==> config.mk <==
export PLATFORM = sky130hd
export DESIGN_NAME = hex_display_ctrl
export DESIGN_NICKNAME = d
export VERILOG_FILES = /design/src/rtl/hex_display_ctrl.sv
export SDC_FILE = /design/constraint.sdc
export NUM_CORES = 1
export LEC_CHECK = 0
export ABC_CLOCK_PERIOD_IN_PS = 3300
export CAP_MARGIN = 20
export CORE_MARGIN = 4
export CORE_UTILIZATION = 30
export DETAILED_ROUTE_END_ITERATION = 12
export DONT_BUFFER_PORTS = 1
export PLACE_DENSITY = 0.45
export SKIP_LAST_GASP = 1
export SLEW_MARGIN = 10
export SYNTH_ARGS = -nofsm -noshare
export SYNTH_HDL_FRONTEND = slang
export SYNTH_SLANG_ARGS = --single-unit
==> constraint.sdc <==
create_clock -name Clk -period 3.3 [get_ports Clk]
set_clock_uncertainty 0.1 [all_clocks]
set_input_delay 0.99 -clock Clk [delete_from_list [all_inputs] [get_ports Clk]]
set_output_delay 0.99 -clock Clk [all_outputs]
set_load 0.05 [all_outputs]
==> src/rtl/hex_display_ctrl.sv <==
// Seven-segment display controller: handshaked loads are decoded one digit per cycle
// through a single hex decoder, then committed to the display in one step.
module hex_display_ctrl #(
    parameter int DIGITS     = 4,
    parameter int BLINK_DIV  = 25_000_000,
    parameter bit ACTIVE_LOW = 1'b1
) (
    input  logic                  Clk,
    input  logic                  Rst,
    input  logic                  load_valid,
    output logic                  load_ready,
    input  logic [4*DIGITS-1:0]   value,
    input  logic                  lz_blank,
    input  logic                  blink_en,
    output logic [7*DIGITS-1:0]   seg_out,
    output logic [4*DIGITS-1:0]   disp_value
);

    localparam int IDX_W = (DIGITS > 1) ? $clog2(DIGITS) : 1;
    localparam int CNT_W = (BLINK_DIV > 1) ? $clog2(BLINK_DIV) : 1;
    localparam logic [IDX_W-1:0] IDX_TOP = IDX_W'(DIGITS - 1);
    localparam logic [CNT_W-1:0] CNT_TOP = CNT_W'(BLINK_DIV - 1);

    typedef enum logic [1:0] {
        S_IDLE   = 2'd0,
        S_SCAN   = 2'd1,
        S_COMMIT = 2'd2
    } state_t;

    // Active-high lit pattern, bit order g f e d c b a.
    function automatic logic [6:0] hex_seg(input logic [3:0] n);
        case (n)
            4'h0: hex_seg = 7'h3F;
            4'h1: hex_seg = 7'h06;
            4'h2: hex_seg = 7'h5B;
            4'h3: hex_seg = 7'h4F;
            4'h4: hex_seg = 7'h66;
            4'h5: hex_seg = 7'h6D;
            4'h6: hex_seg = 7'h7D;
            4'h7: hex_seg = 7'h07;
            4'h8: hex_seg = 7'h7F;
            4'h9: hex_seg = 7'h67;
            4'hA: hex_seg = 7'h77;
            4'hB: hex_seg = 7'h7C;
            4'hC: hex_seg = 7'h58;
            4'hD: hex_seg = 7'h5E;
            4'hE: hex_seg = 7'h79;
            default: hex_seg = 7'h71;
        endcase
    endfunction

    state_t                 r_state;
    state_t                 w_next;
    logic [4*DIGITS-1:0]    r_value;
    logic                   r_lz;
    logic [IDX_W-1:0]       r_idx;
    logic                   r_lead;
    logic [7*DIGITS-1:0]    r_stage;
    logic [7*DIGITS-1:0]    r_commit;
    logic [4*DIGITS-1:0]    r_disp;
    logic [CNT_W-1:0]       r_cnt;
    logic                   r_phase;

    logic [3:0]             w_nib;
    logic                   w_blank_digit;
    logic [6:0]             w_stage_seg;
    logic [7*DIGITS-1:0]    w_pattern;

    assign w_nib         = r_value[4*r_idx +: 4];
    // Digit 0 is always shown so a zero value still displays "0".
    assign w_blank_digit = r_lz && r_lead && (w_nib == 4'h0) && (r_idx != '0);
    assign w_stage_seg   = w_blank_digit ? 7'h00 : hex_seg(w_nib);

    always_comb begin
        w_next = r_state;
        case (r_state)
            S_IDLE:   if (load_valid) w_next = S_SCAN;
            S_SCAN:   if (r_idx == '0) w_next = S_COMMIT;
            S_COMMIT: w_next = S_IDLE;
            default:  w_next = S_IDLE;
        endcase
    end

    always_ff @(posedge Clk) begin
        if (Rst) begin
            r_state  <= S_IDLE;
            r_value  <= '0;
            r_lz     <= 1'b0;
            r_idx    <= '0;
            r_lead   <= 1'b0;
            r_stage  <= '0;
            r_commit <= '0;
            r_disp   <= '0;
            r_cnt    <= '0;
            r_phase  <= 1'b0;
        end else begin
            r_state <= w_next;

            if (r_cnt == CNT_TOP) begin
                r_cnt   <= '0;
                r_phase <= ~r_phase;
            end else begin
                r_cnt <= r_cnt + 1'b1;
            end

            case (r_state)
                S_IDLE: begin
                    if (load_valid) begin
                        r_value <= value;
                        r_lz    <= lz_blank;
                        r_idx   <= IDX_TOP;
                        r_lead  <= 1'b1;
                    end
                end
                S_SCAN: begin
                    r_stage[7*r_idx +: 7] <= w_stage_seg;
                    if (!w_blank_digit) r_lead <= 1'b0;
                    if (r_idx != '0) r_idx <= r_idx - 1'b1;
                end
                S_COMMIT: begin
                    r_commit <= r_stage;
                    r_disp   <= r_value;
                end
                default: ;
            endcase
        end
    end

    assign w_pattern  = ACTIVE_LOW ? ~r_commit : r_commit;
    assign seg_out    = (blink_en && r_phase) ? {(7*DIGITS){ACTIVE_LOW}} : w_pattern;
    assign load_ready = (r_state == S_IDLE);
    assign disp_value = r_disp;

endmodule
==> Implementation_results.wiki <==
{| class="wikitable"
! Metric !! Value
|-
| Depth of the worst register-to-register path || 8
|-
| Type of the setup path with the least slack || reg -> reg
|-
| Total routed wirelength || ~12000 um
|-
| Number of instances resized during post-cts repair || 0
|-
| Slew Viols, Final || 0
|-
| Post-synthesis instance area || just under 5000 sq um
|-
| Total design power || 3.65 mW
|-
| Util after Layout || 0.369
|-
| Outcome || finished clean
|-
| DRT antenna net count || 0
|-
| Sum of overflow across all layers after global routing || 0
|-
| Via count of the first global-routing pass || 3850
|-
| Num CTS Buffers || 17
|-
| Die Wd || 136 um
|-
| Initial standard-cell utilization of the core || 0.308
|-
| Synth cell types || 45
|-
| Worst Path Required || roughly 3500 ps
|-
| Number of buffers inserted by port buffering || 0
|-
| Clock root buffer || sky130_fd_sc_hd__clkbuf_16
|-
| Num Clock Sinks || 120
|-
| Worst setup slack after layout || 350 ps
|-
| 1st-pass router iterations || 6
|-
| Crit path arrival time || 3130 ps
|-
| Number of violations reported at the end of detailed-routing iteration 0 || 230
|-
| Least-Margin Pin Slew || 910 ps
|-
| Post-synthesis area per instance || 8.24 sq um
|-
| Clock slew seen by the registers of the worst setup and hold paths || 60 ps
|-
| Global-route wire length before repair || 19800 um
|-
| Critical Path, Cell by Cell || mux4_2 > inv_1 > ha_1 > nand4b_1 > o211ai_1 > o21ai_0 > o32ai_2 > o21ai_0
|-
| Number of H-tree levels || 4
|-
| Crit path launch || r_idx[0]$_SDFFE_PP0P_
|-
| # Max-Cap Violations || 0
|-
| Final period util || 0.894
|-
| Fraction of synthesized cell area taken by the top area cell type || 0.489
|-
| Setup bufs post-CTS || 0
|-
| Antenna cells || 0
|-
| TritonCTS clock tree || done
|-
| Maximum buffer depth of the clock tree || 2
|-
| Detail Placement HPWL || 8410 um
|-
| Final min period || about 3000 ps
|-
| Worst hold path startpoint || r_stage[9]$_SDFFE_PP0P_
|-
| Vertical die dimension || 136 um
|-
| Ranking of synthesized cells by area || sky130_fd_sc_hd__dfxtp_1 49%, sky130_fd_sc_hd__nand2_1 14%, sky130_fd_sc_hd__a21oi_1 7.6%
|-
| Total die area || 18500 sq um
|-
| Achievable Freq || ~340 MHz
|-
| Number of standard cells after synthesis || around 600
|-
| Wirelength per Cell || 14.2 um
|-
| Reg area || between 2000 and 2500 sq um
|-
| Number of instances in the placed design || a little over 800
|-
| Dpl cell area || 5290 sq um
|-
| Post-DR vias/cell || 4.78
|-
| Slack of the worst reg-to-reg path || 350 ps
|-
| Cell type with the highest occurrence count on the critical path || sky130_fd_sc_hd__o21ai_0
|-
| Largest net degree at the start of global routing || 76
|-
| Net count after synthesis || 627
|-
| Layout cell share with drive strength beyond 1 || 0.128
|-
| Setup slack at placement || 303 ps
|-
| Count of placed standard cells in the final layout, fillers left out || 843
|-
| Worst Setup End Kind || register
|-
| Setup repair after global routing missed its margin || false
|-
| Core area || approximately 16000 sq um
|-
| Flip-flop and latch count after synthesis || 120
|-
| Final setup fails || 0
|-
| Aggregate negative setup slack || 0 ps
|-
| Vias after detailed routing || 4026
|-
| Largest vdd supply drop || 0.000362 V
|-
| Number of warnings issued by yosys || 0
|-
| Hold-fix buffers, CTS || 0
|-
| Total power divided by cell area || 622 nW/um^2
|-
| Final number of hold-violating endpoints || 0
|-
| Leakage dissipation || 2.05 nW
|-
| Sequential area share after synthesis || 0.489
|-
| Worst Path Max Fanout || 10
|-
| Final-layout worst hold slack || ~350 ps
|-
| Master of the slowest instance on the critical path || sky130_fd_sc_hd__mux4_2
|-
| Multi-input logic area || 2330 sq um
|-
| Antenna violations before repair || 0
|-
| Filler Cells Inserted || between 1500 and 2000
|-
| Tightest slew margin relative to the limit || 0.393
|-
| DRC errors left || 0
|-
| All-layer global routing usage || 0.136
|-
| Area growth from synthesis to layout || 19.7%
|-
| I/O pins || 66
|-
| Worst path max stage delay || 630 ps
|-
| R2R Path Start || r_idx[0]$_SDFFE_PP0P_
|-
| Worst R2R End || r_stage[4]$_SDFFE_PP0P_
|-
| Global placement routability congestion || 0.901
|-
| Rows || 46
|-
| Library cell with the largest summed area after synthesis || sky130_fd_sc_hd__dfxtp_1
|-
| Class of the worst hold path || reg -> reg
|-
| Startpoint class of the critical path || register
|-
| Clock insertion delay at the later pin of the skew report || 420 ps
|-
| Crit path to || r_stage[4]$_SDFFE_PP0P_
|-
| Non-Filler Cell Area, Final || 5880 sq um
|-
| Total Nets Final || 645
|}
[power by group]
part / internal [mW] / switching, mW
Combinational: 0.0996 / 0.194
Sequential: 1.48 / 0.0443
Clock: 1.17 / 0.665
Total: 2.75 / 0.903
[cells by family after synthesis]
group / share of synthesized area
and+or+nand+nor: 0.243
DFF: 0.489
AOI/OAI and AO/OA: 0.144
buffers and inverters: 0.0370
xor gates and xnor gates: 0.0410
adders and majority gates: 0.0255
muxes: 0.0204
[cell type report]
cell class                 instances  share of cell area
clock inverter                    11              0.0207
clock buffer                      21              0.0801
timing repair buffer              33              0.0422
multi-input combinational        433               0.397
inverter                           9             0.00575
tap                              216              0.0460
sequential                       120               0.409
[cells in the mapped netlist, drive strengths merged]
cell    instances
a211oi          6
a21oi          76
a22o           16
a311oi          1
a31oi           1
and2            3
and3            4
and4            3
buf             7
clkbuf         27
dfxtp         120
ha             10
inv             9
mux2i           1
mux4            4
nand2         179
nand2b          2
nand3          10
nand3b          1
nand4          10
nand4b          2
nor2           41
nor2b           3
nor3            5
nor3b           2
nor4            4
o211ai          1
o21ai          16
o31ai           1
o32ai           1
or2             4
or3             1
or3b            2
xnor2           6
xor2           17
[worst max-delay path, delay by kind of cell (launching register included)]
family | cells | cell delay (ps)
AOI/OAI and AO/OA | 4 | 880
DFF | 1 | 520
muxes | 1 | 630
adders and majority gates | 1 | 190
and+or+nand+nor | 1 | 320
buffers and inverters | 1 | 170
[sequential cells by signal (all words and copies together), names as in the netlist]
register	cells
r_commit	28
r_stage	28
r_cnt	25
disp_value	16
r_value	16
r_idx	2
r_state	2
r_lead	1
r_lz	1
r_phase	1
[metal layers]
metal  up-vias  part of all wire  global-route usage
met5         -                 0                   0
met1      1883              0.48               0.177
li1       2060                 -                   -
met3        17             0.052              0.0466
met2        66              0.45               0.209
met4         0             0.014              0.0493
[placed cells by master, fill, tap and decap left out, drive strengths merged, types with 10 or more instances in the layout]
| cell | instances |
|---|---|
| o21ai | 16 |
| xor2 | 17 |
| buf | 33 |
| a21oi | 76 |
| nor2 | 41 |
| nand4 | 10 |
| ha | 10 |
| dfxtp | 120 |
| nand2 | 179 |
| a22o | 16 |
| clkbuf | 21 |
| inv | 10 |
| nand3 | 10 |
[worst min-delay path by stage]
| stage | end | slack, ps | cells past startpoint |
|---|---|---|---|
| final | r_commit[9]$_SDFFE_PP0N_ | 350 | 2 |
| after global routing | r_commit[25]$_SDFFE_PP0N_ | 370 | 2 |
| after CTS | r_commit[25]$_SDFFE_PP0N_ | 350 | 2 |
| after detailed placement | r_commit[25]$_SDFFE_PP0N_ | 340 | 2 |
| after global placement | r_commit[20]$_SDFFE_PP0N_ | 340 | 2 |
| after floorplan | r_stage[10]$_SDFFE_PP0P_ | 320 | 2 |
No activity file was read; power rests on OpenSTA's default activity.
